File: config.mk
export PLATFORM = sky130hd
export DESIGN_NAME = conv_controller_param
export DESIGN_NICKNAME = d
export VERILOG_FILES = /design/src/rtl/conv_controller_param.sv
export SDC_FILE = /design/constraint.sdc
export NUM_CORES = 1
export LEC_CHECK = 0
export CAP_MARGIN = 5
export CORE_UTILIZATION = 40
export DETAILED_ROUTE_END_ITERATION = 12
export PLACE_DENSITY = 0.64
export REMOVE_ABC_BUFFERS = 1
export SETUP_SLACK_MARGIN = 0.5
export SYNTH_ARGS = -nofsm -noshare
export SYNTH_HDL_FRONTEND = slang
export SYNTH_SLANG_ARGS = --single-unit
File: constraint.sdc
create_clock -name clk -period 2.5 [get_ports clk]
set_input_delay 0.375 -clock clk [delete_from_list [all_inputs] [get_ports clk]]
set_output_delay 0.375 -clock clk [all_outputs]
set_load 0.02 [all_outputs]
File: src/rtl/conv_controller_param.sv
`default_nettype none
// ============================================================================
// Module      : conv_controller_param
// Description : Convolution sequencer for a KSIZE x KSIZE kernel. Fills the
//               sample window, alternates convolve/stream, loads coefficient
//               rows, tracks a sticky protocol error and a stream counter.
// Revision    : 1.0 - initial release
// ============================================================================
module conv_controller_param #(
   parameter  int KSIZE = 3,
   parameter  int CNT_W = 8,
   localparam int SEL_W = (KSIZE > 1) ? $clog2(KSIZE) : 1
) (
   input  logic             clk,
   input  logic             n_rst,
   input  logic             sample_load_en,
   input  logic             new_row,
   input  logic             coeff_load_en,
   input  logic             clear_err,
   output logic             modwait,
   output logic             sample_stream,
   output logic             sample_shift,
   output logic             convolve_en,
   output logic             coeff_ld,
   output logic [SEL_W-1:0] coeff_sel,
   output logic [CNT_W-1:0] stream_count,
   output logic             err
);

   typedef enum logic [2:0] {
      S_IDLE       = 3'd0,
      S_FILL_WAIT  = 3'd1,
      S_FILL_LOAD  = 3'd2,
      S_CONVOLVE   = 3'd3,
      S_STREAM     = 3'd4,
      S_COEFF_LOAD = 3'd5
   } state_t;

   localparam logic [SEL_W-1:0] ROW_LAST = SEL_W'(KSIZE - 1);
   localparam logic [CNT_W-1:0] CNT_MAX  = '1;

   state_t             state_q, state_d;
   logic [SEL_W-1:0]   row_q, row_d;
   logic [CNT_W-1:0]   cnt_q, cnt_d;
   logic               err_q, err_d;
   logic               cnt_clr;
   logic               viol;

   // State, row counter, stream counter and error flag registers
   always_ff @(posedge clk or negedge n_rst) begin
      if (!n_rst) begin
         state_q <= S_IDLE;
         row_q   <= '0;
         cnt_q   <= '0;
         err_q   <= 1'b0;
      end else begin
         state_q <= state_d;
         row_q   <= row_d;
         cnt_q   <= cnt_d;
         err_q   <= err_d;
      end
   end

   // Next-state and row-counter logic; cnt_clr marks entry into a fresh fill
   always_comb begin
      state_d = state_q;
      row_d   = row_q;
      cnt_clr = 1'b0;
      case (state_q)
         S_IDLE: begin
            if (coeff_load_en) begin
               row_d   = '0;
               state_d = S_COEFF_LOAD;
            end else if (sample_load_en) begin
               row_d   = '0;
               state_d = S_FILL_LOAD;
               cnt_clr = 1'b1;
            end
         end
         S_FILL_LOAD: begin
            if (row_q == ROW_LAST) begin
               state_d = S_CONVOLVE;
            end else begin
               row_d   = row_q + SEL_W'(1);
               state_d = S_FILL_WAIT;
            end
         end
         S_FILL_WAIT: begin
            if (sample_load_en) state_d = S_FILL_LOAD;
         end
         S_CONVOLVE: begin
            if (new_row && sample_load_en) begin
               state_d = S_IDLE;
            end else if (coeff_load_en) begin
               row_d   = '0;
               state_d = S_COEFF_LOAD;
            end else if (new_row) begin
               row_d   = '0;
               state_d = S_FILL_LOAD;
               cnt_clr = 1'b1;
            end else if (sample_load_en) begin
               state_d = S_STREAM;
            end
         end
         S_STREAM: begin
            state_d = S_CONVOLVE;
         end
         S_COEFF_LOAD: begin
            if (row_q == ROW_LAST) begin
               state_d = S_IDLE;
            end else begin
               row_d = row_q + SEL_W'(1);
            end
         end
         default: begin
            state_d = S_IDLE;
            row_d   = '0;
         end
      endcase
   end

   // Saturating stream counter and sticky error (a new violation beats clear)
   always_comb begin
      cnt_d = cnt_q;
      if (cnt_clr) begin
         cnt_d = '0;
      end else if ((state_q == S_STREAM) && (cnt_q != CNT_MAX)) begin
         cnt_d = cnt_q + CNT_W'(1);
      end
      viol = (coeff_load_en && ((state_q == S_FILL_WAIT) || (state_q == S_FILL_LOAD) ||
                                (state_q == S_STREAM)    || (state_q == S_COEFF_LOAD)))
          || (new_row       && ((state_q == S_FILL_WAIT) || (state_q == S_FILL_LOAD) ||
                                (state_q == S_STREAM)));
      if (viol)           err_d = 1'b1;
      else if (clear_err) err_d = 1'b0;
      else                err_d = err_q;
   end

   // Moore output decode from the registered state
   always_comb begin
      modwait       = (state_q == S_FILL_LOAD) || (state_q == S_STREAM) ||
                      (state_q == S_COEFF_LOAD);
      sample_shift  = (state_q == S_FILL_LOAD) || (state_q == S_STREAM);
      convolve_en   = (state_q == S_CONVOLVE);
      sample_stream = (state_q == S_CONVOLVE);
      coeff_ld      = (state_q == S_COEFF_LOAD);
      coeff_sel     = (state_q == S_COEFF_LOAD) ? row_q : '0;
      stream_count  = cnt_q;
      err           = err_q;
   end

endmodule
`default_nettype wire

==> results of run 1 <==
## path summary, 6_finish.rpt
| path | slack, ns | endpoint | depth (start not counted) |
|---|---|---|---|
| worst max-delay path | 0.56 | stream_count[0] | 5 |
| worst min-delay path | 0.48 | stream_count[3] | 1 |
| worst max register to register | 0.56 | stream_count[0] | 5 |
| worst min register to register | 0.55 | stream_count[2] | 1 |
| max in group asynchronous | 1.58 | state_q[0] | 1 |
| min in group clk | 0.55 | stream_count[2] | 1 |
## layout by cell type, fill, tap and decap left out, drive strengths merged
cell | Yosys | final
nor2b | 2 | 2
nand2 | 7 | 7
o31a | 1 | 1
nand3 | 3 | 3
clkbuf | 3 | 4
ha | 2 | 2
nand4b | 1 | 1
xnor2 | 6 | 6
mux2i | 2 | 2
nor2 | 17 | 17
inv | 4 | 4
a2bb2oi | 1 | 1
o22ai | 1 | 1
nand2b | 5 | 5
nand4 | 1 | 1
nor4 | 1 | 1
a21oi | 6 | 6
mux2 | 4 | 4
a21boi | 1 | 1
a2111oi | 2 | 2
nor3 | 1 | 1
or3b | 2 | 2
o31ai | 1 | 1
buf | 6 | 8
and2 | 1 | 1
a211oi | 2 | 2
dfrtp | 14 | 14
o211ai | 1 | 1
and4 | 1 | 1
dlymetal6s2s | 0 | 3
clkdlybuf4s50 | 0 | 14
o21ai | 5 | 5
o21bai | 1 | 1
dlygate4sd2 | 0 | 4
a211o | 1 | 1
and3 | 3 | 3
a32oi | 1 | 1
a22o | 1 | 1
## cell families (layout without fill, tap and decap cells)
kind of cell,count (synthesis),after routing,synth area share (%)
AND/OR/NAND/NOR,45,45,22.82
AO/OA/AOI/OAI,25,25,21.70
flip-flops,14,14,34.91
buffers and inverters,13,37,6.358
XOR/XNOR,6,6,5.237
multiplexers,6,6,6.484
adder cells (fa/ha/maj),2,2,2.493
## repair_timing
item                       CTS  global route
hold buffers                 0             0
gates resized for setup      6             4
setup endpoints to repair    7             3
pin swaps                    0             0
buffers inserted             0             4
## power by group through the flow
stage	clock network, mW	logic (mW)	registers (mW)
after floorplan	0	0.383	0.487
after global placement	0	0.741	0.410
after detailed placement	0	0.750	0.414
after CTS	0.170	0.730	0.413
after global routing	0.182	0.872	0.407
final	0.161	0.794	0.396
## cells in the mapped netlist, drive strengths merged, types with 2 or more instances
cell type	count	area [um2]
a21oi	6	30.03
nor2	17	63.81
nand2b	5	31.28
xnor2	6	52.55
ha	2	25.02
or3b	2	20.02
dfrtp	14	350.3
inv	4	15.01
nor2b	2	12.51
and3	3	18.77
nand2	7	26.28
a211oi	2	27.53
mux2i	2	20.02
nand3	3	15.01
buf	6	37.53
a2111oi	2	55.05
o21ai	5	25.02
clkbuf	3	11.26
mux2	4	45.04
## layer usage
| metal | global-route usage (%) | up-vias | part of all wire [%] |
|---|---|---|---|
| met2 | 29.70 | 12 | 48 |
| li1 | - | 437 | - |
| met5 | 0 | - | 0 |
| met3 | 2.924 | 2 | 2.4 |
| met1 | 19.06 | 395 | 49 |
| met4 | 6.757 | 0 | 0.60 |
## worst register-to-register path, cell delays in order (launching register included)
cell and delay [ns]:
dfrtp_2 0.46, buf_4 0.16, or3b_1 0.52, a21oi_1 0.32
nor2_1 0.09, mux2_2 0.28
## stage by stage
stage / util [%] / setup WS (ns)
final: 56.92 / 0.5629
after global routing: 56.92 / 0.5047
after CTS: 55.07 / 0.4034
after detailed placement: 53.54 / 0.3592
after global placement: 53.54 / 0.3966
after floorplan: - / 0.7391
## sequential cells by signal, indices dropped and copies added, names as in the netlist
signal / count
state_q: 3
row_q: 2
stream_count: 8
err: 1
## area by class of cell
cell class	instances	share of cell area (%)
clock buffer	4	2.775
inverter	4	1.148
multi-input combinational	84	45.65
sequential	14	26.89
tap	28	2.679
timing repair buffer	29	20.86
==> impl_metrics.ini, run 1 <==
[yosys]
synth_edf_count = 0
syn_inst = 111
ys_ff_latch = 14
syn_area_um2 = 1003
ys.warnings.count = 0
synth.yosys.seq_area_share_pct = 34.91
yosys_most_used_dff = dfrtp_1
async_flop_share_pct = 100.0
avgSynthCellArea_um2 = 9.040
synthDistinctLibCells = 38

[global_route]
grt_pass1_vias = 760
grt_first_pass_wirelength_mm = 3.298
track_usage_pct = 16.55
grt_max_degree = 20
grt_overflow = 0
antenna_found_initial = 0

[power_and_ir_drop]
netSwitchingPower_mw = 0.5698
total_power_mw = 1.351
pwr-share-comb_pct = 58.8
powerDensity_nw_per_um2 = 1033
p_leak_nw = 0.6000
peakVddDrop_uv = 586.9
p_sw_share_pct = 42.17
p_int_mw = 0.7814
pwr-share-clk_pct = 11.9
p_seq_share_pct = 29.3

[place]
place.gp.congestion = 0.7528
placed_cells = 155
placedInstanceArea_um2 = 1230
numPortBuffers = 21
hpwl_mm = 1.485

[floorplanning]
core_um2 = 2297
die_height_um = 52.09
die-area_um2 = 2713
fp.dieW_um = 52.09
rows = 17
io_pins = 22
start_util_pct = 43.68

[finish]
fin_area_um2 = 1308
diodes = 0
area_delta_synth_final_pct = 30.30
multi_input_area_um2 = 596.8
nets = 144
drive_gt1_share_pct = 16.30
num-fill-cells = 219
final_cells = 163
ff_latch_area_um2 = 351.6

[worst_setup_path]
worstPathRequired_ns = 2.67
cp_num_buf_inv = 1
crit_family = simple AND/OR/NAND/NOR gates
crit_chain = buf_4, or3b_1, a21oi_1, nor2_1, mux2_2
critical_path.startpoint_type = flip-flop
arrival_ns = 2.11
crit_fanout = 8
r2r-start = state_q[0]
max_stage_delay_ns = 0.52
worst_path_max_delay_cell = or3b_1
crit_path_end_kind = flip-flop
startpoint = state_q[0]
path_class = flip-flop to flip-flop

[clock_network]
clock_path_buffers = 2
cts_buffers = 3
cts-root-buf = clkbuf_4
insertion_delay_ns = 0.28
cts_tree = done
cts.htree.levels = 1
clock_sinks = 14
path_clk_slew_ns = 0.09

[sta]
period_minus_slack_ns = 1.937
clock.fmax_mhz = 516.2
clock-skew-final_ns = 0.008280
setup_violations = 0
maxSlewHeadroom_pct = 57.63
hold_viol_final = 0
worstMarginPinSlew_ns = 0.6335
drv_slew = 0
whs_ns = 0.4831
fin_tns_setup_ns = 0
timing.final.crit_share_pct = 77.48
rsz0062_at_grt = false

[route]
vias = 846
viasPerCell = 5.190
drc = 0
first_iter_violations = 13
antenna_left = 0
wirelength_mm = 2.006
wl_per_cell_um = 12.31
firstDrtPassIters = 4

[min_path]
hold_class = input pin to async pin

[status]
outcome = finished, final reports clean

[job]
max-cap-violations = 0
Power figures use the tool's default switching activity.
==> inputs of run 2 (changes only) <==
--- a/config.mk
+++ b/config.mk
@@ -8,7 +8,7 @@
 export CAP_MARGIN = 5
 export CORE_UTILIZATION = 40
 export DETAILED_ROUTE_END_ITERATION = 12
-export PLACE_DENSITY = 0.64
+export PLACE_DENSITY = 0.66
 export REMOVE_ABC_BUFFERS = 1
 export SETUP_SLACK_MARGIN = 0.5
 export SYNTH_ARGS = -nofsm -noshare
==> constraint.sdc (replaced) <==
create_clock -name clk -period 1.61 [get_ports clk]
set_input_delay 0.2415 -clock clk [delete_from_list [all_inputs] [get_ports clk]]
set_output_delay 0.2415 -clock clk [all_outputs]
set_load 0.02 [all_outputs]
==> impl_metrics.ini, run 2 (same netlist as run 1, synthesis figures left out) <==
[route]
wl_per_cell_um = 14.42
vias = 1065
wirelength_mm = 2.913
antenna_left = 0
viasPerCell = 5.272
firstDrtPassIters = 4
drc = 0
first_iter_violations = 16

[finish]
final_common_cell = buf_4
area_delta_synth_final_pct = 74.94
diodes = 0
final_cell_mix = buf_4, buf_6, dfrtp_1, nor2_1
num-fill-cells = 161
multi_input_area_um2 = 674.4
largest_reg_flops = 8
drive_gt1_share_pct = 54.02
final_util_pct = 76.42
nets = 183
ff_latch_area_um2 = 352.8

[clock_network]
cts_buffers = 3
clock_path_buffers = 2
path_clk_slew_ns = 0.09
cts_tree = done
insertion_delay_ns = 0.27
cts-root-buf = clkbuf_4
clock_sinks = 14
cts.htree.levels = 1

[sta]
maxSlewHeadroom_pct = 77.18
timing.final.crit_share_pct = 106.6
clock-skew-final_ns = 0.0009597
clock.fmax_mhz = 582.8
fin_ws_ns = -0.1058
worstMarginPinSlew_ns = 0.3407
setup_violations = 12
hold_viol_final = 0
period_minus_slack_ns = 1.716
rsz0062_at_grt = true
drv_slew = 0

[global_route]
grt.met2_usage_pct = 40.60
grt_first_pass_wirelength_mm = 4.284
track_usage_pct = 21.54
antenna_found_initial = 0
grt_overflow = 0
grt_pass1_vias = 1010
use_met3_pct = 3.509
top_usage_layer = met2
use_met1_pct = 25.77
grt_max_degree = 15

[place]
place.gp.congestion = 0.7997
dp_slack_ns = -0.2842
numPortBuffers = 21
hpwl_mm = 1.773

[worst_setup_path]
path_class = flip-flop to flip-flop
arrival_ns = 1.87
reg2reg_depth = 6
r2r-start = state_q[1]
critical_path.startpoint_type = flip-flop
worstPathRequired_ns = 1.76
reg2reg_setup_slack_ns = -0.11
r2r-end = stream_count[2]
crit_fanout = 7
crit_path_end_kind = flip-flop

[floorplanning]
start_util_pct = 43.68
die_height_um = 52.09
rows = 17
core_um2 = 2297
io_pins = 22
die-area_um2 = 2713
fp.dieW_um = 52.09

[job]
max-cap-violations = 0

[status]
outcome = finished, violations left
failed_checks = setup timing

[min_path]
hold_class = input pin to async pin

[power_and_ir_drop]
peakVddDrop_uv = 1053
p_int_mw = 1.775
powerDensity_nw_per_um2 = 1670
netSwitchingPower_mw = 1.157
p_sw_share_pct = 39.46
pwr-share-clk_pct = 8.8
total_power_mw = 2.932
p_seq_share_pct = 20.1
p_leak_nw = 0.7895
pwr-share-comb_pct = 71.2
==> run 2: power groups by stage <==
stage	logic, mW	registers [mW]	clock network, mW
3_3_place_gp	1.47	0.591	0
2_1_floorplan	0.595	0.756	0
3_5_place_dp	1.49	0.600	0
6_report	2.09	0.589	0.257
5_1_grt	2.23	0.604	0.278
4_1_cts	1.81	0.577	0.263
==> run 2: layout make-up <==
class / instances / area share, %
inverter: 4 / 0.8553
clock buffer: 4 / 2.067
timing repair buffer: 68 / 36.56
sequential: 14 / 20.10
tap: 28 / 1.996
multi-input combinational: 84 / 38.42
==> run 2: metal layers <==
layer / part of all wire, % / vias to the layer above
met5: 0 / -
met4: 2.1 / 0
met3: 3.6 / 6
met2: 53 / 33
met1: 41 / 510
li1: - / 516
==> run 2: how the worst max path moves through the flow <==
| stage | startpoint | endpoint | slack [ns] | cells after the start |
|---|---|---|---|---|
| 2_1_floorplan | state_q[2] | stream_count[0] | -0.15 | 4 |
| 3_3_place_gp | sample_load_en | stream_count[0] | -0.26 | 5 |
| 3_5_place_dp | sample_load_en | stream_count[0] | -0.28 | 5 |
| 4_1_cts | state_q[1] | stream_count[0] | -0.05 | 5 |
| 5_1_grt | state_q[1] | stream_count[2] | -0.15 | 6 |
| 6_report | state_q[1] | stream_count[2] | -0.11 | 6 |
==> run 2: metrics by stage <==
| stage | instance area (um2) | setup TNS (ns) | hold slack, ns | std cells |
|---|---|---|---|---|
| finish | 1755 | -0.5808 | 0.2722 | 202 |
| detailed placement | 1425 | -2.495 | 0.5267 | 181 |
| CTS | 1632 | -0.1874 | 0.2722 | 197 |
| global route | 1755 | -1.384 | 0.2935 | 202 |
| global placement | 1425 | -2.215 | 0.5238 | 181 |
| floorplan | 954.7 | -0.4343 | -0.05409 | 102 |
==> run 2: critical path, stage by stage, from the launching register on <==
cell      delay (ns)
dfrtp_2         0.47
buf_6           0.14
or3b_4          0.37
a211oi_4        0.25
buf_4           0.16
nand2b_4        0.11
mux2i_1         0.09
==> run 2: timing repair <==
item | 4_1_cts | 5_1_grt
hold buffers | 0 | 0
pin swaps | 14 | 6
endpoints found under the setup margin | 30 | 30
hold endpoints to repair | 0 | 0
gates resized for setup | 113 | 22
buffers inserted | 12 | 5
==> inputs of run 3 (changes only) <==
--- a/config.mk
+++ b/config.mk
@@ -6,9 +6,10 @@
 export NUM_CORES = 1
 export LEC_CHECK = 0
 export CAP_MARGIN = 5
-export CORE_UTILIZATION = 40
+export CORE_MARGIN = 2
+export CORE_UTILIZATION = 29
 export DETAILED_ROUTE_END_ITERATION = 12
-export PLACE_DENSITY = 0.66
+export PLACE_DENSITY = 0.51
 export REMOVE_ABC_BUFFERS = 1
 export SETUP_SLACK_MARGIN = 0.5
 export SYNTH_ARGS = -nofsm -noshare
==> impl_metrics.ini, run 3 (same netlist as run 1, synthesis figures left out) <==
[clock_network]
clock_sinks = 14
cts-root-buf = clkbuf_4
cts_buffers = 3
cts_tree = done
clock_path_buffers = 2
cts.htree.levels = 1
path_clk_slew_ns = 0.08
insertion_delay_ns = 0.27

[finish]
final_cells = 215
final_util_pct = 55.16
final_common_cell = buf_6
ff_latch_area_um2 = 350.3
final_cell_mix = buf_6, buf_4, dfrtp_1, nor2_1
nets = 178
diodes = 0
multi_input_area_um2 = 775.7
largest_reg_flops = 8
num-fill-cells = 300
area_delta_synth_final_pct = 83.42
drive_gt1_share_pct = 57.99

[power_and_ir_drop]
p_leak_nw = 0.8135
powerDensity_nw_per_um2 = 1695
pwr-share-clk_pct = 7.9
p_sw_share_pct = 39.57
p_seq_share_pct = 18.4
netSwitchingPower_mw = 1.234
p_int_mw = 1.885
peakVddDrop_uv = 951.2
pwr-share-comb_pct = 73.8
total_power_mw = 3.119

[worst_setup_path]
worst_path_max_delay_cell = dfrtp_1
arrival_ns = 1.85
crit_fanout = 6
crit_chain = buf_6, buf_6, buf_4, nand4b_1, a211oi_4, nor2_2, mux2_4
crit_path_end_kind = flip-flop
path_class = flip-flop to flip-flop
max_stage_delay_ns = 0.40
cp_common_cell = buf_6
cp_num_buf_inv = 3
worstPathRequired_ns = 1.77
crit_family = flip-flops
critical_path.startpoint_type = flip-flop

[min_path]
hold_class = input pin to async pin

[status]
failed_checks = setup timing
outcome = finished, violations left

[global_route]
grt_overflow = 0
antenna_found_initial = 0
track_usage_pct = 13.98
grt_first_pass_wirelength_mm = 4.478
grt_max_degree = 15
grt_pass1_vias = 1087

[place]
dp_slack_ns = -0.3051
place.gp.congestion = 0.8647
numPortBuffers = 21
placed_cells = 194
hpwl_mm = 1.828

[floorplanning]
fp.dieW_um = 62.83
die-area_um2 = 3947
io_pins = 22
die_height_um = 62.83
core_um2 = 3337
rows = 21
start_util_pct = 30.07

[sta]
period_minus_slack_ns = 1.685
hold_viol_final = 0
rsz0062_at_grt = true
drv_slew = 0
fin_ws_ns = -0.07510
timing.final.crit_share_pct = 104.7
whs_ns = 0.2711
clock-skew-final_ns = 0.002935
clock.fmax_mhz = 593.4
maxSlewHeadroom_pct = 74.58
worstMarginPinSlew_ns = 0.3813
setup_violations = 12

[route]
wl_per_cell_um = 13.10
viasPerCell = 4.837
antenna_left = 0
wirelength_mm = 2.817
vias = 1040
first_iter_violations = 26
drc = 0
firstDrtPassIters = 4

[job]
max-cap-violations = 0
[run 3: what timing repair did]
item,CTS,global route
setup endpoints to repair,30,28
hold buffers,0,0
gates resized for setup,121,32
pin swaps,11,16
setup buffers,12,5
[run 3: final timing paths]
path	cells after the start	end	start	slack, ns
min in group clk	4	state_q[1]	sample_load_en	0.47
max reg2reg	7	stream_count[0]	state_q[1]	-0.08
min reg2reg	2	err	err	0.53
max	7	stream_count[0]	state_q[1]	-0.08
max in group asynchronous	2	stream_count[3]	n_rst	1.17
min	2	stream_count[5]	n_rst	0.27
[run 3: final cells by class]
| class | instances | area share, % |
|---|---|---|
| multi-input cells | 84 | 42.15 |
| repair buffers | 63 | 32.90 |
| flip-flops and latches | 14 | 19.03 |
| well taps | 46 | 3.127 |
| clock buffers | 4 | 1.971 |
| inverters | 4 | 0.8158 |
[run 3: through the flow]
stage	TNS [ns]	area, um2
6_report	-0.5136	1841
2_1_floorplan	-0.4343	954.7
3_5_place_dp	-2.473	1423
4_1_cts	-0.3223	1672
3_3_place_gp	-2.121	1423
5_1_grt	-1.518	1841
[run 3: routing by layer]
metal  global-route usage (%)  vias to the layer above  part of all wire (%)
li1                         -                      507                     -
met1                    14.19                      502                    40
met2                    26.75                       25                    55
met3                    2.703                        6                   3.3
met4                    7.222                        0                   1.8
met5                        0                        -                     0
[run 3: power groups by stage]
stage / Clock, mW / Sequential (mW) / Combinational, mW
global placement: 0 / 0.571 / 1.51
CTS: 0.260 / 0.574 / 1.95
detailed placement: 0 / 0.577 / 1.51
floorplan: 0 / 0.756 / 0.595
finish: 0.246 / 0.573 / 2.30
global route: 0.276 / 0.591 / 2.46
